[config.mk]
export PLATFORM = sky130hd
export DESIGN_NAME = int_source_ctrl_flat
export DESIGN_NICKNAME = d
export VERILOG_FILES = /design/src/rtl/int_source_ctrl_if.sv /design/src/rtl/int_source_ctrl.sv /design/src/flat_wrapper.sv
export SDC_FILE = /design/constraint.sdc
export NUM_CORES = 1
export LEC_CHECK = 0
export CORE_UTILIZATION = 42
export DETAILED_ROUTE_END_ITERATION = 10
export PLACE_DENSITY = 0.84
export SYNTH_ARGS = -nofsm -noshare
export SYNTH_HDL_FRONTEND = slang
export SYNTH_SLANG_ARGS = --single-unit
[constraint.sdc]
create_clock -name clk -period 1.5 [get_ports clk]
set_input_delay 0.3 -clock clk [delete_from_list [all_inputs] [get_ports clk]]
set_output_delay 0.3 -clock clk [all_outputs]
set_load 0.05 [all_outputs]
[src/rtl/int_source_ctrl_if.sv]
// Signal bundle between the interrupt front end and its software/core side.
// The master drives requests and control strobes; the slave is int_source_ctrl.
interface int_source_ctrl_if #(
    parameter int N_SRC = 8
);
    localparam int IDW = $clog2(N_SRC);

    logic [N_SRC-1:0] irq_in;
    logic             mask_we;
    logic [N_SRC-1:0] mask_wdata;
    logic             clr_we;
    logic [N_SRC-1:0] clr_wdata;
    logic             eret;
    logic             int_out;
    logic [IDW-1:0]   cause_id;
    logic             cause_valid;
    logic [N_SRC-1:0] pending;
    logic [N_SRC-1:0] mask;

    modport master (
        output irq_in, mask_we, mask_wdata, clr_we, clr_wdata, eret,
        input  int_out, cause_id, cause_valid, pending, mask
    );

    modport slave (
        input  irq_in, mask_we, mask_wdata, clr_we, clr_wdata, eret,
        output int_out, cause_id, cause_valid, pending, mask
    );
endinterface

[src/rtl/int_source_ctrl.sv]
// Multi-source interrupt front end: synchronizes request lines, latches rising edges,
// masks and arbitrates by fixed priority, and drives one registered INT pulse per grant.
module int_source_ctrl #(
    parameter int N_SRC   = 8,
    parameter int PULSE_W = 2
) (
    input  logic             clk,
    input  logic             reset,
    int_source_ctrl_if.slave bus
);
    localparam int IDW = $clog2(N_SRC);
    localparam int CW  = (PULSE_W > 1) ? $clog2(PULSE_W) : 1;

    typedef enum logic [1:0] {
        ST_IDLE    = 2'd0,
        ST_ASSERT  = 2'd1,
        ST_SERVICE = 2'd2
    } state_t;

    // Lowest set index wins; bit 0 has the highest priority.
    function automatic logic [IDW-1:0] lowest_index(input logic [N_SRC-1:0] vec);
        logic [IDW-1:0] idx;
        idx = '0;
        for (int i = N_SRC - 1; i >= 0; i--) begin
            if (vec[i]) begin
                idx = IDW'(i);
            end
        end
        return idx;
    endfunction

    logic [N_SRC-1:0] r_s1;
    logic [N_SRC-1:0] r_s2;
    logic [N_SRC-1:0] r_s3;
    logic [N_SRC-1:0] r_pending;
    logic [N_SRC-1:0] r_mask;
    state_t           r_state;
    logic [CW-1:0]    r_cnt;
    logic             r_int_out;
    logic [IDW-1:0]   r_cause_id;
    logic             r_cause_valid;

    logic [N_SRC-1:0] w_edge;
    logic [N_SRC-1:0] w_eligible;
    logic             w_grant;
    logic [IDW-1:0]   w_winner;
    logic [N_SRC-1:0] w_grant_vec;
    logic [N_SRC-1:0] w_clr_vec;

    always_comb begin
        w_edge      = r_s2 & ~r_s3;
        w_eligible  = r_pending & ~r_mask;
        w_grant     = (r_state == ST_IDLE) && (w_eligible != '0);
        w_winner    = lowest_index(w_eligible);
        w_grant_vec = '0;
        if (w_grant) begin
            w_grant_vec[w_winner] = 1'b1;
        end else begin
            w_grant_vec = '0;
        end
        if (bus.clr_we) begin
            w_clr_vec = bus.clr_wdata;
        end else begin
            w_clr_vec = '0;
        end
    end

    always_ff @(posedge clk or posedge reset) begin
        if (reset) begin
            r_s1 <= '0;
            r_s2 <= '0;
            r_s3 <= '0;
        end else begin
            r_s1 <= bus.irq_in;
            r_s2 <= r_s1;
            r_s3 <= r_s2;
        end
    end

    // A fresh edge outranks both the grant clear and the software clear.
    always_ff @(posedge clk or posedge reset) begin
        if (reset) begin
            r_pending <= '0;
            r_mask    <= '0;
        end else begin
            r_pending <= (r_pending & ~w_clr_vec & ~w_grant_vec) | w_edge;
            if (bus.mask_we) begin
                r_mask <= bus.mask_wdata;
            end else begin
                r_mask <= r_mask;
            end
        end
    end

    always_ff @(posedge clk or posedge reset) begin
        if (reset) begin
            r_state       <= ST_IDLE;
            r_cnt         <= '0;
            r_int_out     <= 1'b0;
            r_cause_id    <= '0;
            r_cause_valid <= 1'b0;
        end else begin
            case (r_state)
                ST_IDLE: begin
                    r_cnt <= '0;
                    if (w_grant) begin
                        r_state       <= ST_ASSERT;
                        r_cause_id    <= w_winner;
                        r_int_out     <= 1'b1;
                        r_cause_valid <= 1'b1;
                    end else begin
                        r_int_out     <= 1'b0;
                        r_cause_valid <= 1'b0;
                    end
                end
                // eret is deliberately not looked at until the pulse has finished.
                ST_ASSERT: begin
                    if (r_cnt == CW'(PULSE_W - 1)) begin
                        r_state   <= ST_SERVICE;
                        r_int_out <= 1'b0;
                        r_cnt     <= '0;
                    end else begin
                        r_cnt <= r_cnt + CW'(1);
                    end
                end
                ST_SERVICE: begin
                    if (bus.eret) begin
                        r_state       <= ST_IDLE;
                        r_cause_valid <= 1'b0;
                    end else begin
                        r_state <= ST_SERVICE;
                    end
                end
                default: begin
                    r_state       <= ST_IDLE;
                    r_cnt         <= '0;
                    r_int_out     <= 1'b0;
                    r_cause_valid <= 1'b0;
                end
            endcase
        end
    end

    assign bus.int_out     = r_int_out;
    assign bus.cause_id    = r_cause_id;
    assign bus.cause_valid = r_cause_valid;
    assign bus.pending     = r_pending;
    assign bus.mask        = r_mask;
endmodule

[src/flat_wrapper.sv]
// flat-port wrapper written by rule: the top's interface ports become plain ports
module int_source_ctrl_flat 
#(
    parameter int N_SRC   = 8,
    parameter int PULSE_W = 2
)
  (clk, reset, bus_irq_in, bus_mask_we, bus_mask_wdata, bus_clr_we, bus_clr_wdata, bus_eret, bus_int_out, bus_cause_id, bus_cause_valid, bus_pending, bus_mask);
  int_source_ctrl_if #(.N_SRC(N_SRC)) bus_i ();
  input  logic clk;
  input  logic reset;
  input wire logic [$bits(bus_i.irq_in)-1:0] bus_irq_in;
  input wire logic [$bits(bus_i.mask_we)-1:0] bus_mask_we;
  input wire logic [$bits(bus_i.mask_wdata)-1:0] bus_mask_wdata;
  input wire logic [$bits(bus_i.clr_we)-1:0] bus_clr_we;
  input wire logic [$bits(bus_i.clr_wdata)-1:0] bus_clr_wdata;
  input wire logic [$bits(bus_i.eret)-1:0] bus_eret;
  output wire logic [$bits(bus_i.int_out)-1:0] bus_int_out;
  output wire logic [$bits(bus_i.cause_id)-1:0] bus_cause_id;
  output wire logic [$bits(bus_i.cause_valid)-1:0] bus_cause_valid;
  output wire logic [$bits(bus_i.pending)-1:0] bus_pending;
  output wire logic [$bits(bus_i.mask)-1:0] bus_mask;
  assign bus_i.irq_in = bus_irq_in;
  assign bus_i.mask_we = bus_mask_we;
  assign bus_i.mask_wdata = bus_mask_wdata;
  assign bus_i.clr_we = bus_clr_we;
  assign bus_i.clr_wdata = bus_clr_wdata;
  assign bus_i.eret = bus_eret;
  assign bus_int_out = bus_i.int_out;
  assign bus_cause_id = bus_i.cause_id;
  assign bus_cause_valid = bus_i.cause_valid;
  assign bus_pending = bus_i.pending;
  assign bus_mask = bus_i.mask;
  int_source_ctrl #(.N_SRC(N_SRC), .PULSE_W(PULSE_W)) u_core (.clk(clk), .reset(reset), .bus(bus_i));
endmodule
* Word level (Yosys, flattened, before mapping)
Cells that the tools add are included.
** Storage, ports and cells
- Bits in registers :: 48
- Output and inout bits :: 21
- Word-level logic and storage cells :: 60
** Cells by class
- Add/sub/neg operators :: 1
- Magnitude comparators :: 2
- Eq/ne operators :: 5
- Muxes and demuxes :: 23
- Bitwise operators :: 11
- Reduce and logical (&&, ||, !) cells :: 8
** Operator list (count)
- $and 8x8->8 :: 4
- $not 8->8 :: 4
- $mux 3 :: 8
- $mux 8 :: 2
- $or 8x8->8 :: 1
- $reduce_and 2->1 :: 4
- $reduce_bool 8->1 :: 1
- $mux 2 :: 3
- $pmux 1 s3 :: 2
- $pmux 2 s3 :: 1
- $mux 1 :: 5
- $lt 3x4->1 const B :: 1
- $ne 2x1->1 const B :: 2
- $demux 1 s3 :: 1
- $ge 3x1->1 const B :: 1
- $eq 2x1->1 const B :: 1
- $eq 2x2->1 const B :: 1
- $logic_and 1x1->1 :: 2
- $logic_not 2->1 :: 1
- $ne 2x2->1 const B :: 1
- $not 1->1 :: 2
- $pmux 1 s2 :: 1
- $add 1x1->1 const B :: 1

* Logic depth before layout (Yosys ltp)
- Word-level depth :: 18
- Depth in mapped cells :: 5
- Depth with buffers taken out :: 4

* Worst setup path before layout
OpenSTA, ideal clock, no wires.
- Path kind :: flip-flop to flip-flop
- Start :: reg u_core.r_mask[2] (netlist: u_core.bus.mask[2])
- End :: reg u_core.r_cause_id[0] (netlist: u_core.bus.cause_id[0])
- Setup time :: 0.128 ns
- Arrival :: 1.542 ns
- Required time :: 1.372 ns
- Setup slack :: -0.169 ns
- Cell stages (with the launch flop) :: 5
- Path buffers :: 0
- Clock period less this slack :: 1.669 ns
- Cell sequence :: dfrtp_1 > nand2b_2 > nand4_1 > o21ai_2 > mux2_1
** Between the ends
- Cells in the longest elaborated chain, start to end :: 5
** RTL lines
- start, declared :: line int_source_ctrl.sv:36 : logic [N_SRC-1:0] r_mask;
- start signal, assigned :: line int_source_ctrl.sv:88 : r_mask <= bus.mask_wdata;
- start signal, assigned :: line int_source_ctrl.sv:90 : r_mask <= r_mask;
- $not 8->8 (*) :: line int_source_ctrl.sv:52 : w_eligible = r_pending & ~r_mask;
- $and 8x8->8 (*) :: line int_source_ctrl.sv:52
- $reduce_bool 8->1 / $mux 3 (equally long branches) :: line int_source_ctrl.sv:53, int_source_ctrl.sv:25
- $logic_and 1x1->1 / $mux 3 (equally long branches) :: line int_source_ctrl.sv:53, int_source_ctrl.sv:25
- $reduce_and 2->1 (no line) / $mux 3 (equally long branches)
- end signal, assigned :: line int_source_ctrl.sv:108 : r_cause_id <= w_winner;
- end, declared :: line int_source_ctrl.sv:40 : logic [IDW-1:0] r_cause_id;
Every way passes the cells marked *; elsewhere a longest branch is shown, timed or not.
A chain may end at the register's enable or synchronous reset.

* Final worst setup path
- Start :: reg u_core.r_mask[7] (netlist: u_core.bus.mask[7])
- End :: reg u_core.r_pending[7] (netlist: u_core.bus.pending[7])
** Between the ends
- Cells in the longest elaborated chain, start to end :: 18
** RTL lines
- $not 8->8 (*) :: line int_source_ctrl.sv:52
- $and 8x8->8 (*) :: line int_source_ctrl.sv:52
- $mux 3 (8 in series) :: line int_source_ctrl.sv:25 : if (vec[i]) begin
- $lt 3x4->1 (not written as such) / $ge 3x1->1 (equally long branches) :: line int_source_ctrl.sv:57 : w_grant_vec[w_winner] = 1'b1;
- $logic_and 1x1->1 (not written as such) :: line int_source_ctrl.sv:57
- $mux 1 (not written as such) :: line int_source_ctrl.sv:57
- $demux 1 s3
- $mux 8 (*) :: line int_source_ctrl.sv:56 : if (w_grant) begin
- $not 8->8 (*) :: line int_source_ctrl.sv:86 : r_pending <= (r_pending & ~w_clr_vec & ~w_grant_vec) | w_edge;
- $and 8x8->8 (*) :: line int_source_ctrl.sv:86
- $or 8x8->8 (*) :: line int_source_ctrl.sv:86
- end signal, assigned :: line int_source_ctrl.sv:86
- end, declared :: line int_source_ctrl.sv:35 : logic [N_SRC-1:0] r_pending;
Marked as above.

==> run summary <==
Logic gate share of total power - 42.8%
Yosys top cell by area - dfrtp_1
Cells after Synth - 149
Postcts setup bufs - 0
Vias in the first global route - 1,434
Max Buffers Root-to-Sink - 2
NetSw - 1.88 mW
Post-synth EDFFs - 0
Fin crit period - 1.43 ns
CP endpoint kind - register
Starting Density - 44.9%
Chip Height - 68.1 um
Status - complete, no violations
Mean Syn Cell Area - 12.3 um^2
CP required - 1.68 ns
Clock Skew - 0.0167 ns
CTS tree - built
Yosys reg bits - 48
Worst vdd ir - 1.03 mV
YS warnings - 0
Fraction of layout cells with a size suffix above 1 - 31.1%
H-tree lvl count - 2
Die ar. - 4640 um^2
Largest net degree at the start of global routing - 49
Pre-antenna DRT Iters - 4
Crit Path Class - reg -> reg
Top-Level Pins - 50
Max Fanout on Critical Path - 3
Most common library cell in the layout ignoring fill and taps - dfrtp_1
Sequential share of the synthesized area - 65.4%
Initial DRC Count - 51
Via Count - 1,374
Final hold violation count - 0
Core Rows - 23
Detail Route Antenna Nets - 0
Multi-input gate area - 611 um^2
Worst slew margin - 81.1%
Synth async-reset ratio - 100%
First-pass GRT wire length - 6710 um
WP data arrival - 1.61 ns
Ys flop type - dfrtp_1
Net count after synthesis - 178
Setup ws final - 0.0688 ns
Pre-CTS WS - 0.0208 ns
Area fraction of the dominant cell type after synthesis - 65.4%
LEAKAGE - 1.25 nW
Sequential share of power - 35.8%
Initial antenna violation count - 0
Area contributors post-synth - dfrtp_1 65%, mux2_2 3.7%, nand2_1 3.5%
Clock share of power - 21.4%
RSZ-0062 raised after global routing - true
Worst Tran Pin Value - 0.279 ns
Area grow syn2layout - 54.5%
Synthesized cell area - 1840 um^2
Antenna Cells - 0
Reg clk slew, reported paths - 0.10 ns
Internal Power - 3.27 mW
Worst Hold Class - reg -> reg
Crit start category - register
F_max - 699 MHz
Most frequent cells in the layout - 36 x dfrtp_1, 28 x clkdlybuf4s50_1, 22 x buf_12
Total CTS buffers - 5
Port bufs - 49
Post-Route WL - 4020 um
Final worst path period share - 95.4%
Minimum hold slack - 0.352 ns
Sw Share - 36.6%
Max-cap viol count - 0
Max Slew Vio Count - 0
Avg WL per Cell - 15.3 um
Fin nets - 240
Yosys cell types - 37
Die width - 68.1 um
CTS sink cnt - 48
Fillers - 277
Overflow after GRT - 0
Sequential cell area - 1220 um^2
Worst-Skew Late Latency - 0.31 ns
Via density - 5.24
Setup violators final - 0
Final GP Congestion - 0.887
Total track usage - 20.5%
HPWL Detailed - 2940 um
Root Buffer Master - clkbuf_8
Post-route DRC - 0
Core ar. - 4090 um^2
Power Dens Cells - 1820 nW/um^2
==> logic make-up after synthesis <==
kind of cell | count (synthesis) | share of synthesized area, %
buf+inv | 11 | 2.32
simple gates | 47 | 14.8
flops | 48 | 65.4
compound gates | 36 | 13.2
mux | 7 | 4.29
==> critical path, cell delays in order (launching register included) <==
cell and delay, ns:
dfrtp_2 0.45, nand2b_4 0.16, a221o_1 0.35, nor4_2 0.23, a21oi_1 0.10
==> metrics by stage <==
stage | instances | TNS [ns] | util [%] | cell area (um^2) | power, mW
floorplan | 149 | -0.0189 | - | 1860 | 2.91
global placement | 254 | 0 | 65.6 | 2680 | 3.97
detailed placement | 254 | 0 | 65.6 | 2680 | 4.03
CTS | 262 | 0 | 69.0 | 2820 | 5.16
global route | 262 | -0.0129 | 69.4 | 2840 | 5.40
finish | 262 | 0 | 69.4 | 2840 | 5.15
==> area by class of cell <==
cell class / count / area share [%]
Clock buffer: 5 / 2.43
Clock inverter: 3 / 2.43
Inverter: 9 / 1.32
Multi-Input combinational cell: 90 / 21.5
Sequential cell: 48 / 42.9
Tap cell: 50 / 2.20
Timing Repair Buffer: 57 / 27.2
==> synthesized netlist by cell type, drive strengths merged (3+ instances only) <==
library cell and count:
dfrtp 48, nand2 17, nor2b 10, a21oi 9
nand2b 9, o21ai 9, inv 8, mux2 7
a21o 3, nand3 3, nand4 3, nor2 3
==> routing by layer <==
metal | global-route usage [%] | vias to the layer above | part of all wire (%)
met4 | 7.81 | 0 | 1.2
met5 | 0 | - | 0
li1 | - | 641 | -
met3 | 6.17 | 6 | 5.3
met2 | 34.1 | 44 | 52
met1 | 24.8 | 683 | 41
==> power by group through the flow <==
stage	Clock, mW	Sequential, mW	Combinational, mW
after floorplan	0	2.29	0.621
after global placement	0	1.84	2.13
after detailed placement	0	1.85	2.18
after CTS	1.13	1.83	2.20
after global routing	1.18	1.88	2.34
final	1.11	1.84	2.21
==> path summary, 6_finish.rpt <==
kind,from,end,slack (ns),cells after the start
setup reg to reg,u_core.bus.mask[7],u_core.bus.pending[7],0.07,4
max in group asynchronous,reset,u_core.bus.mask[0],0.86,3
setup / recovery,u_core.bus.mask[7],u_core.bus.pending[7],0.07,4
min in group asynchronous,reset,u_core.bus.mask[7],0.39,3
hold / removal,u_core.r_s1[0],u_core.r_s2[0],0.35,0
hold reg to reg,u_core.r_s1[0],u_core.r_s2[0],0.35,0
==> repair_timing <==
action | in CTS | in global routing
resized for setup | 0 | 3
endpoints found under the setup margin | 0 | 2
hold buffers | 0 | 0
==> registers in the layout (all words and copies together) (netlist names) <==
signal                  count
u_core.bus.cause_id         3
u_core.bus.cause_valid      1
u_core.bus.int_out          1
u_core.bus.mask             8
u_core.bus.pending          8
u_core.r_cnt                1
u_core.r_s1                 8
u_core.r_s2                 8
u_core.r_s3                 8
u_core.r_state              2
Note: power is estimated with default switching activity, not from simulation.
